File: src/rtl/ifetch_queue.sv
//-----------------------------------------------------------------------------
// ifetch_queue
//   Instruction fetch unit with a 4-entry prefetch FIFO.
//
//   A three-state fetch FSM issues one memory request at a time and pushes
//   each returned word, tagged with its PC, into the FIFO. The decoder
//   consumes the head entry whenever it is not stalled. A redirect
//   (jump_en) flushes the FIFO, retargets the fetch PC, and drops any
//   response still in flight.
//
//   Build option:
//     IFETCH_JAL_PREDICT_EN - when defined, a fetched JAL redirects the next
//                             fetch to its target instead of pc + 4.
//
//   Ports:
//     clk, rst       clock, asynchronous active-low reset
//     rdy            global enable; low freezes all state
//     mem_req        fetch request valid (held until mem_done)
//     mem_addr       word-aligned fetch address
//     mem_done       single-cycle response strobe
//     mem_instr      fetched word
//     IF_success     head entry consumed this cycle
//     instr          head instruction
//     instr_pc       head PC
//     stall_RS       downstream cannot accept
//     jump_en        flush and redirect
//     jump_pc        redirect target
//-----------------------------------------------------------------------------
`timescale 1ns/1ps

module ifetch_queue #(
   parameter int DATA_W = 32
) (
   input  logic              clk,
   input  logic              rst,
   input  logic              rdy,
   output logic              mem_req,
   output logic [DATA_W-1:0] mem_addr,
   input  logic              mem_done,
   input  logic [DATA_W-1:0] mem_instr,
   output logic              IF_success,
   output logic [DATA_W-1:0] instr,
   output logic [DATA_W-1:0] instr_pc,
   input  logic              stall_RS,
   input  logic              jump_en,
   input  logic [DATA_W-1:0] jump_pc
);

   typedef enum logic [1:0] {
      IDLE    = 2'd0,
      BUSY    = 2'd1,
      DISCARD = 2'd2
   } state_t;

   state_t            state_q, state_d;
   logic [DATA_W-1:0] fetch_pc_q, fetch_pc_d;
   logic [DATA_W-1:0] req_addr_q;
   logic [1:0]        head_q, tail_q;
   logic [2:0]        count_q, count_d;

   logic [DATA_W-1:0] fifo_pc    [4];
   logic [DATA_W-1:0] fifo_instr [4];

   logic push, pop, flush, issue;

   function automatic logic [DATA_W-1:0] seq_pc(input logic [DATA_W-1:0] pc);
      return pc + DATA_W'(4);
   endfunction

`ifdef IFETCH_JAL_PREDICT_EN
   // A JAL fetched at pc steers the next fetch straight to its target.
   function automatic logic [DATA_W-1:0] pred_pc(input logic [DATA_W-1:0] pc,
                                                 input logic [DATA_W-1:0] iw);
      logic signed [20:0] j_imm;
      j_imm = {iw[31], iw[19:12], iw[20], iw[30:21], 1'b0};
      if (iw[6:0] == 7'b1101111)
         return pc + {{(DATA_W-21){j_imm[20]}}, j_imm};
      else
         return seq_pc(pc);
   endfunction
`endif

   assign pop        = rdy & (count_q != 3'd0) & ~stall_RS & ~jump_en;
   assign IF_success = pop;
   assign instr      = fifo_instr[head_q];
   assign instr_pc   = fifo_pc[head_q];

   assign mem_req  = (state_q == BUSY) || (state_q == DISCARD);
   // The in-flight address stays put even if a redirect retargets fetch_pc.
   assign mem_addr = (state_q == IDLE) ? fetch_pc_q : req_addr_q;

   always_comb begin
      state_d    = state_q;
      fetch_pc_d = fetch_pc_q;
      push       = 1'b0;
      flush      = 1'b0;
      issue      = 1'b0;
      if (rdy) begin
         unique case (state_q)
            IDLE: begin
               if (!jump_en && (count_q < 3'd4)) begin
                  state_d = BUSY;
                  issue   = 1'b1;
               end
            end
            BUSY: begin
               if (jump_en) begin
                  // A response landing with the redirect is dropped.
                  state_d = mem_done ? IDLE : DISCARD;
               end else if (mem_done) begin
                  push    = 1'b1;
                  state_d = IDLE;
`ifdef IFETCH_JAL_PREDICT_EN
                  fetch_pc_d = pred_pc(fetch_pc_q, mem_instr);
`else
                  fetch_pc_d = seq_pc(fetch_pc_q);
`endif
               end
            end
            DISCARD: begin
               if (mem_done) state_d = IDLE;
            end
            default: state_d = IDLE;
         endcase
         if (jump_en) begin
            flush      = 1'b1;
            fetch_pc_d = jump_pc;
         end
      end
   end

   always_comb begin
      count_d = count_q;
      if (flush)
         count_d = 3'd0;
      else
         count_d = count_q + {2'b00, push} - {2'b00, pop};
   end

   always_ff @(posedge clk or negedge rst) begin
      if (!rst) begin
         state_q    <= IDLE;
         fetch_pc_q <= '0;
         req_addr_q <= '0;
         head_q     <= 2'd0;
         tail_q     <= 2'd0;
         count_q    <= 3'd0;
      end else begin
         state_q    <= state_d;
         fetch_pc_q <= fetch_pc_d;
         count_q    <= count_d;
         if (issue) req_addr_q <= fetch_pc_q;
         if (flush) begin
            head_q <= 2'd0;
            tail_q <= 2'd0;
         end else begin
            if (pop)  head_q <= head_q + 2'd1;
            if (push) tail_q <= tail_q + 2'd1;
         end
      end
   end

   // FIFO payload needs no reset; occupancy is tracked by count/head/tail.
   always_ff @(posedge clk) begin
      if (push) begin
         fifo_pc[tail_q]    <= fetch_pc_q;
         fifo_instr[tail_q] <= mem_instr;
      end
   end

endmodule

File: config.mk
export PLATFORM = sky130hd
export DESIGN_NAME = ifetch_queue
export DESIGN_NICKNAME = d
export VERILOG_FILES = /design/src/rtl/ifetch_queue.sv
export SDC_FILE = /design/constraint.sdc
export NUM_CORES = 1
export LEC_CHECK = 0
export CAP_MARGIN = 15
export CORE_MARGIN = 8
export CORE_UTILIZATION = 50
export CTS_CLUSTER_SIZE = 16
export DETAILED_ROUTE_END_ITERATION = 12
export PLACE_DENSITY_LB_ADDON = 0.12
export SLEW_MARGIN = 20
export SYNTH_ARGS = -nofsm -noshare
export SYNTH_HDL_FRONTEND = slang
export SYNTH_SLANG_ARGS = --single-unit
File: constraint.sdc
create_clock -name clk -period 6 [get_ports clk]
set_input_delay 1.2 -clock clk [delete_from_list [all_inputs] [get_ports clk]]
set_output_delay 1.2 -clock clk [all_outputs]
set_load 0.1 [all_outputs]
==> results of run 1 <==
==> area by class of cell <==
| type | count | area [µm²] | area share [%] |
|---|---|---|---|
| multi-input combinational | 374 | 3750 | 22.6 |
| sequential | 329 | 9520 | 57.4 |
| clock buffer | 48 | 987 | 5.95 |
| antenna | 1 | 2.50 | 0.0151 |
| clock inverter | 14 | 116 | 0.701 |
| tap | 341 | 427 | 2.57 |
| inverter | 17 | 63.8 | 0.385 |
| timing repair buffer | 172 | 1730 | 10.4 |
==> layout by cell type (no fill, tap or decap), types with 3 or more instances in the layout <==
master / Yosys / routed
edfxtp_1: 256 / 256
clkdlybuf4s50_1: 0 / 165
dfrtp_1: 73 / 71
mux4_2: 64 / 64
mux2_2: 64 / 64
clkbuf_16: 0 / 37
nand2_1: 30 / 30
o21ai_0: 28 / 28
nor2_1: 25 / 25
nand3_1: 22 / 22
a21oi_1: 22 / 22
inv_1: 16 / 16
nand4_1: 14 / 14
ha_1: 11 / 10
nor3_1: 9 / 9
clkbuf_1: 22 / 9
clkinv_1: 1 / 8
a22o_1: 8 / 8
and3_1: 5 / 5
nor2b_1: 5 / 5
a22oi_1: 5 / 5
buf_4: 1 / 5
nand2b_1: 4 / 4
and2_1: 8 / 4
and2_4: 0 / 4
mux2i_1: 4 / 4
xnor2_1: 3 / 3
a41o_1: 3 / 3
a31o_2: 3 / 3
clkinv_2: 0 / 3
==> Yosys cell counts (11+ instances only) <==
cell / n
mux4_2: 64
nand4_1: 14
ha_1: 11
edfxtp_1: 256
nand2_1: 30
mux2_2: 64
o21ai_0: 28
nand3_1: 22
a21oi_1: 22
dfrtp_1: 73
clkbuf_1: 22
inv_1: 16
buf_2: 11
nor2_1: 25
==> registers in the layout, indices dropped and copies added, names as in the netlist <==
register,count
tail_q,2
fifo_pc,128
req_addr_q,32
count_q,3
fetch_pc_q,32
state_q,2
head_q,2
fifo_instr,128
==> worst max path at each step <==
stage | endpoint | slack (ps) | cells past startpoint
2_1_floorplan | count_q[1] | 790 | 9
3_3_place_gp | count_q[2] | 1680 | 11
3_5_place_dp | count_q[2] | 1550 | 11
4_1_cts | mem_addr[20] | 1350 | 4
5_1_grt | mem_addr[20] | 1280 | 4
6_report | mem_addr[20] | 1420 | 4
==> metal layers <==
metal / up-vias / track usage, % / share of wire (%)
met5: - / 0 / 0
met4: 0 / 6.18 / 2.4
met3: 39 / 3.97 / 5.7
met2: 233 / 29.8 / 50
met1: 3820 / 22.7 / 42
li1: 3364 / - / -
==> worst max-delay path: stages, from the launching register on <==
cell and delay [ps]:
dfrtp_1 420, inv_1 120, ha_2 820, mux2_2 300, clkdlybuf4s50_1 1190
==> power breakdown <==
group / switching [mW] / total (mW) / internal (mW)
registers: 0.250 / 2.94 / 2.69
clock network: 0.824 / 2.06 / 1.23
logic: 2.67 / 3.73 / 1.07
==> through the flow <==
stage	area [µm²]	setup WS, ps
floorplan	13500	786
global placement	15500	1680
detailed placement	15500	1550
CTS	16600	1350
global route	16600	1280
finish	16600	1420
==> kinds of logic (layout without fill, tap and decap cells) <==
kind of cell | after synthesis | after routing | synth area share (%)
fa+ha+maj | 12 | 12 | 1.17
other cells | 0 | 1 | 0
simple gates | 136 | 136 | 5.52
mux | 133 | 133 | 16.4
flops | 329 | 329 | 70.5
buf+inv | 59 | 251 | 1.88
xor+xnor | 3 | 3 | 0.195
compound gates | 90 | 90 | 4.35
==> results.md, run 1 <==
* Synthesized instance count at 762
* CP arrival at 3380 ps
* Sequential share of the synthesized area at 70.5%
* Hold Path Depth at 1
* # fillers at 1,938
* Hold_sp: req_addr_q[12]
* Outcome: finished, final reports clean
* DR DRC count at 0
* TNS Setup at 0 ps
* Fin. max-slew vios at 0
* Num Clock Sinks at 329
* Worst Hold Class: reg2reg
* Initial core utilization at 50.5%
* Vias in the first global route at a little over 8,000
* Reg clk slew, reported paths at 60 ps
* Worst vdd ir at about 0.65 mV
* Post-CTS setup buffers at 0
* Slew @ Worst Pin at around 1100 ps
* #FFs+latches synth at 329
* Ys Warns at 0
* Clock Tree Buf Depth at 3
* Antenna Nets Post-Route at 0
* CORE AREA at between 0.02 and 0.03 mm²
* RePlAce Congestion at between 0.8 and 0.9
* Endpoints failing setup at 0
* Wirelength, routed at 28.8 mm
* Initial drt markers at about 450
* Die ar. at 0.0325 mm²
* Worst EP required at 4800 ps
* Max_cap viols at 0
* Number of synthesized flops with an enable pin at 256
* Worst Path Max Fanout at 34
* Skew-Pair Late Insertion Delay at 500 ps
* I/O pin total at 168
* Router iterations before antenna repair at 6
* Fin Hold WS at ~500 ps
* Crit path launch type: flop
* Routed via count at about 7,500
* Max H-tree Level at 2
* Congestion Overflow GR at 0
* Post-synth ARST share at 22.2%
* CTS Buf Count at 34
* Top_reg_cell synth: edfxtp_1
* First-pass GRT wire length at 45.4 mm
* Cell area after synthesis at about 0.013 mm²
* Worst Skew at 13.4 ps
* Initial antenna violation count at 1
* Syn nets at between 800 and 900
* Slew margin rel. at 28.3%
* Period utilization at 76.3%
* Leakage at roughly 5.6 nW
* Gr usage total at 17.8%
* Area Growth Syn to Fin at 23.0%
* Crit. Startpoint: state_q[0]
* Wire per inst at 22.2 µm
* HPWL after detailed placement at 17.6 mm
* Die Ht at 180 µm
* CTS Root Cell: clkbuf_16
* Crit end category: primary output
* Synth top area share at a little under three fifths
* Horiz. Die Dim at 180 µm
* Hold endpoint: req_addr_q[12]
* RSZ-0062 raised after global routing: no
* Share of layout cells above drive strength 1 at 20.9%
* PwrDens at about 530 mW/mm²
* Rows at 60
* Reg2reg end: req_addr_q[2]
* Pin count of the biggest net entering global routing at 74
* R2R depth at 6
* Cell count after placement at roughly 1,200
* Mean Syn Cell Area at 17.7 µm²
* Reg2Reg Launch Point: state_q[0]
* WS Path Type: reg2out
* Leading area contributor after synthesis: edfxtp_1
* Hold_buf cts at 0
* Final worst path period need at 4580 ps
* CTS tree: yes
* Final net count at 1,010
* Via/cell ratio at 5.75
* Synth unique cells at 57
* Total power at roughly 8.7 mW
* Maximum clock rate at ~220 MHz
* Endpoints failing hold at 0
* IO buf count at between 150 and 200
* Synth area leaders: edfxtp_1, dfrtp_1, mux4_2, mux2_2, o21ai_0
* Cts repair resizes at 0
* Core Util, Final at just over 60%
* Non-Filler Instances at 1,296
* FF-to-FF setup slack at 2690 ps
Note: power is estimated with default switching activity, not from simulation.
==> run 2, diff against run 1 <==
==> constraint.sdc (replaced) <==
create_clock -name clk -period 3.7 [get_ports clk]
set_input_delay 0.74 -clock clk [delete_from_list [all_inputs] [get_ports clk]]
set_output_delay 0.74 -clock clk [all_outputs]
set_load 0.1 [all_outputs]
==> run 2 against run 1 <==
Non-clock buffer count increased by 20. Largest power group unchanged. Flip-flop and latch count stayed put. Clock power is 63% higher. Global-route usage is 0.95 points higher.
==> results.md, run 2 (synthesized netlist as in run 1, its figures left out) <==
* Via/cell ratio at 5.85
* Wire per inst at 23.2 µm
* Initial antenna violation count at 1
* Reg2reg end: fetch_pc_q[22]
* Endpoints failing hold at 0
* Antenna Nets Post-Route at 0
* HPWL after detailed placement at roughly 20 mm
* RePlAce Congestion at roughly 0.81
* Share of layout cells above drive strength 1 at between 30% and 40%
* CORE AREA at 0.0267 mm²
* Die Ht at 180 µm
* Largest registers: fifo_instr x128, fifo_pc x128
* Net Sw Frac at a little over two fifths
* CTS Root Cell: clkbuf_16
* Worst Hold Class: in2async
* R2R depth at 5
* IO buf count at 167
* Router iterations before antenna repair at 5
* CTS Buf Count at 36
* Cts repair resizes at 0
* CP max stage cell: ha_2
* Crit path buf inv count at 3
* DR DRC count at 0
* Wirelength, routed at 30.6 mm
* Max H-tree Level at 2
* Routed via count at 7,719
* Vias in the first global route at 8,201
* Slew margin rel. at between 30% and 40%
* Switching power at slightly above 6 mW
* TNS Setup at 0 ps
* Int Pwr at 7.97 mW
* Clock group share of total power at about a quarter
* Max_cap viols at 0
* Leakage at 5.88 nW
* Endpoints failing setup at 0
* WS Path Type: reg2out
* RSZ-0062 raised after global routing: no
* Clock Tree Buf Depth at 3
* CP arrival at 2370 ps
* Worst vdd ir at 0.778 mV
* Gr usage total at a little under a fifth
* Initial drt markers at 567
* CTS tree: yes
* Pin count of the biggest net entering global routing at between 70 and 80
* Horiz. Die Dim at 180 µm
* Initial core utilization at 50.5%
* Worst path max stage delay at 490 ps
* Worst Path Max Fanout at 20
* Reg2Reg Launch Point: fetch_pc_q[4]
* Most common cell after layout, fill and taps aside: edfxtp_1
* Fin. max-slew vios at 0
* Maximum clock rate at 322 MHz
* PwrDens at 850 mW/mm²
* Part of the power in combinational logic at 43.1%
* Area Growth Syn to Fin at 23.0%
* Final net count at 1,032
* FF-to-FF setup slack at ~1100 ps
* Skew-Pair Late Insertion Delay at 500 ps
* Reg clk slew, reported paths at 60 ps
* Crit. Startpoint: state_q[0]
* Slew @ Worst Pin at 995 ps
* Num Clock Sinks at 329
* Worst EP required at 2960 ps
* First-pass GRT wire length at 47.7 mm
* Hold_buf cts at 0
* Post-CTS setup buffers at 0
* I/O pin total at 168
* Register share of total power at 33.1%
* Worst Skew at 11.3 ps
* Crit path launch type: flop
* Congestion Overflow GR at 0
* Final worst path period need at 3110 ps
* Rows at 60
* Period utilization at between 80 and 90%
* CP delay by family, top: buffers and inverters
* Outcome: finished, final reports clean
* Fin Hold WS at 399 ps
* Total power at 14.1 mW
* Crit end category: primary output
* Crit-path cells: inv_1 > ha_2 > buf_12 > mux2_2 > buf_4
* Commonest cells after routing, fill and taps aside: edfxtp_1, buf_4, dfrtp_1, clkdlybuf4s50_1
* Die ar. at 0.0325 mm²
[run 2: worst max path at each step]
stage	slack, ps	endpoint	cells after the start
6_report	590	mem_addr[2]	5
5_1_grt	490	mem_addr[29]	5
4_1_cts	540	mem_addr[31]	5
3_5_place_dp	560	count_q[2]	10
3_3_place_gp	600	count_q[2]	10
2_1_floorplan	3	count_q[1]	9
[run 2: worst register-to-register path, delay by kind of cell (launching register included)]
family | cells | cell delay (ps)
simple gates | 5 | 1910
flops | 1 | 600
[run 2: cell type report]
cell class              count  area (µm²)
fillers                  1916       10100
flip-flops and latches    329        9520
multi-input cells         374        3750
repair buffers            192        1700
clock buffers              50        1020
well taps                 341         427
clock inverters            16         116
inverters                  17        63.8
diodes                      1        2.50
[run 2: per-stage QoR]
stage	utilization, %	cells	worst slack (ps)	area (µm²)
after floorplan	-	762	3.50	13500
after global placement	57.9	1253	598	15500
after detailed placement	57.9	1253	562	15500
after CTS	62.1	1319	545	16600
after global routing	62.1	1320	491	16600
final	62.1	1320	593	16600
[run 2: layer usage]
metal	wire, µm	up-vias	GRT usage, %
li1	-	3406	-
met1	13000	3987	24.4
met2	15200	279	31.7
met3	1660	47	3.55
met4	697	0	5.46
met5	0	-	0
[run 2: power groups by stage]
| stage | sequential, mW | clock (mW) | combinational [mW] |
|---|---|---|---|
| after floorplan | 4.61 | 0 | 4.90 |
| after global placement | 4.70 | 0 | 6.09 |
| after detailed placement | 4.74 | 0 | 6.14 |
| after CTS | 4.66 | 3.44 | 6.15 |
| after global routing | 4.71 | 3.58 | 6.30 |
| final | 4.66 | 3.36 | 6.08 |
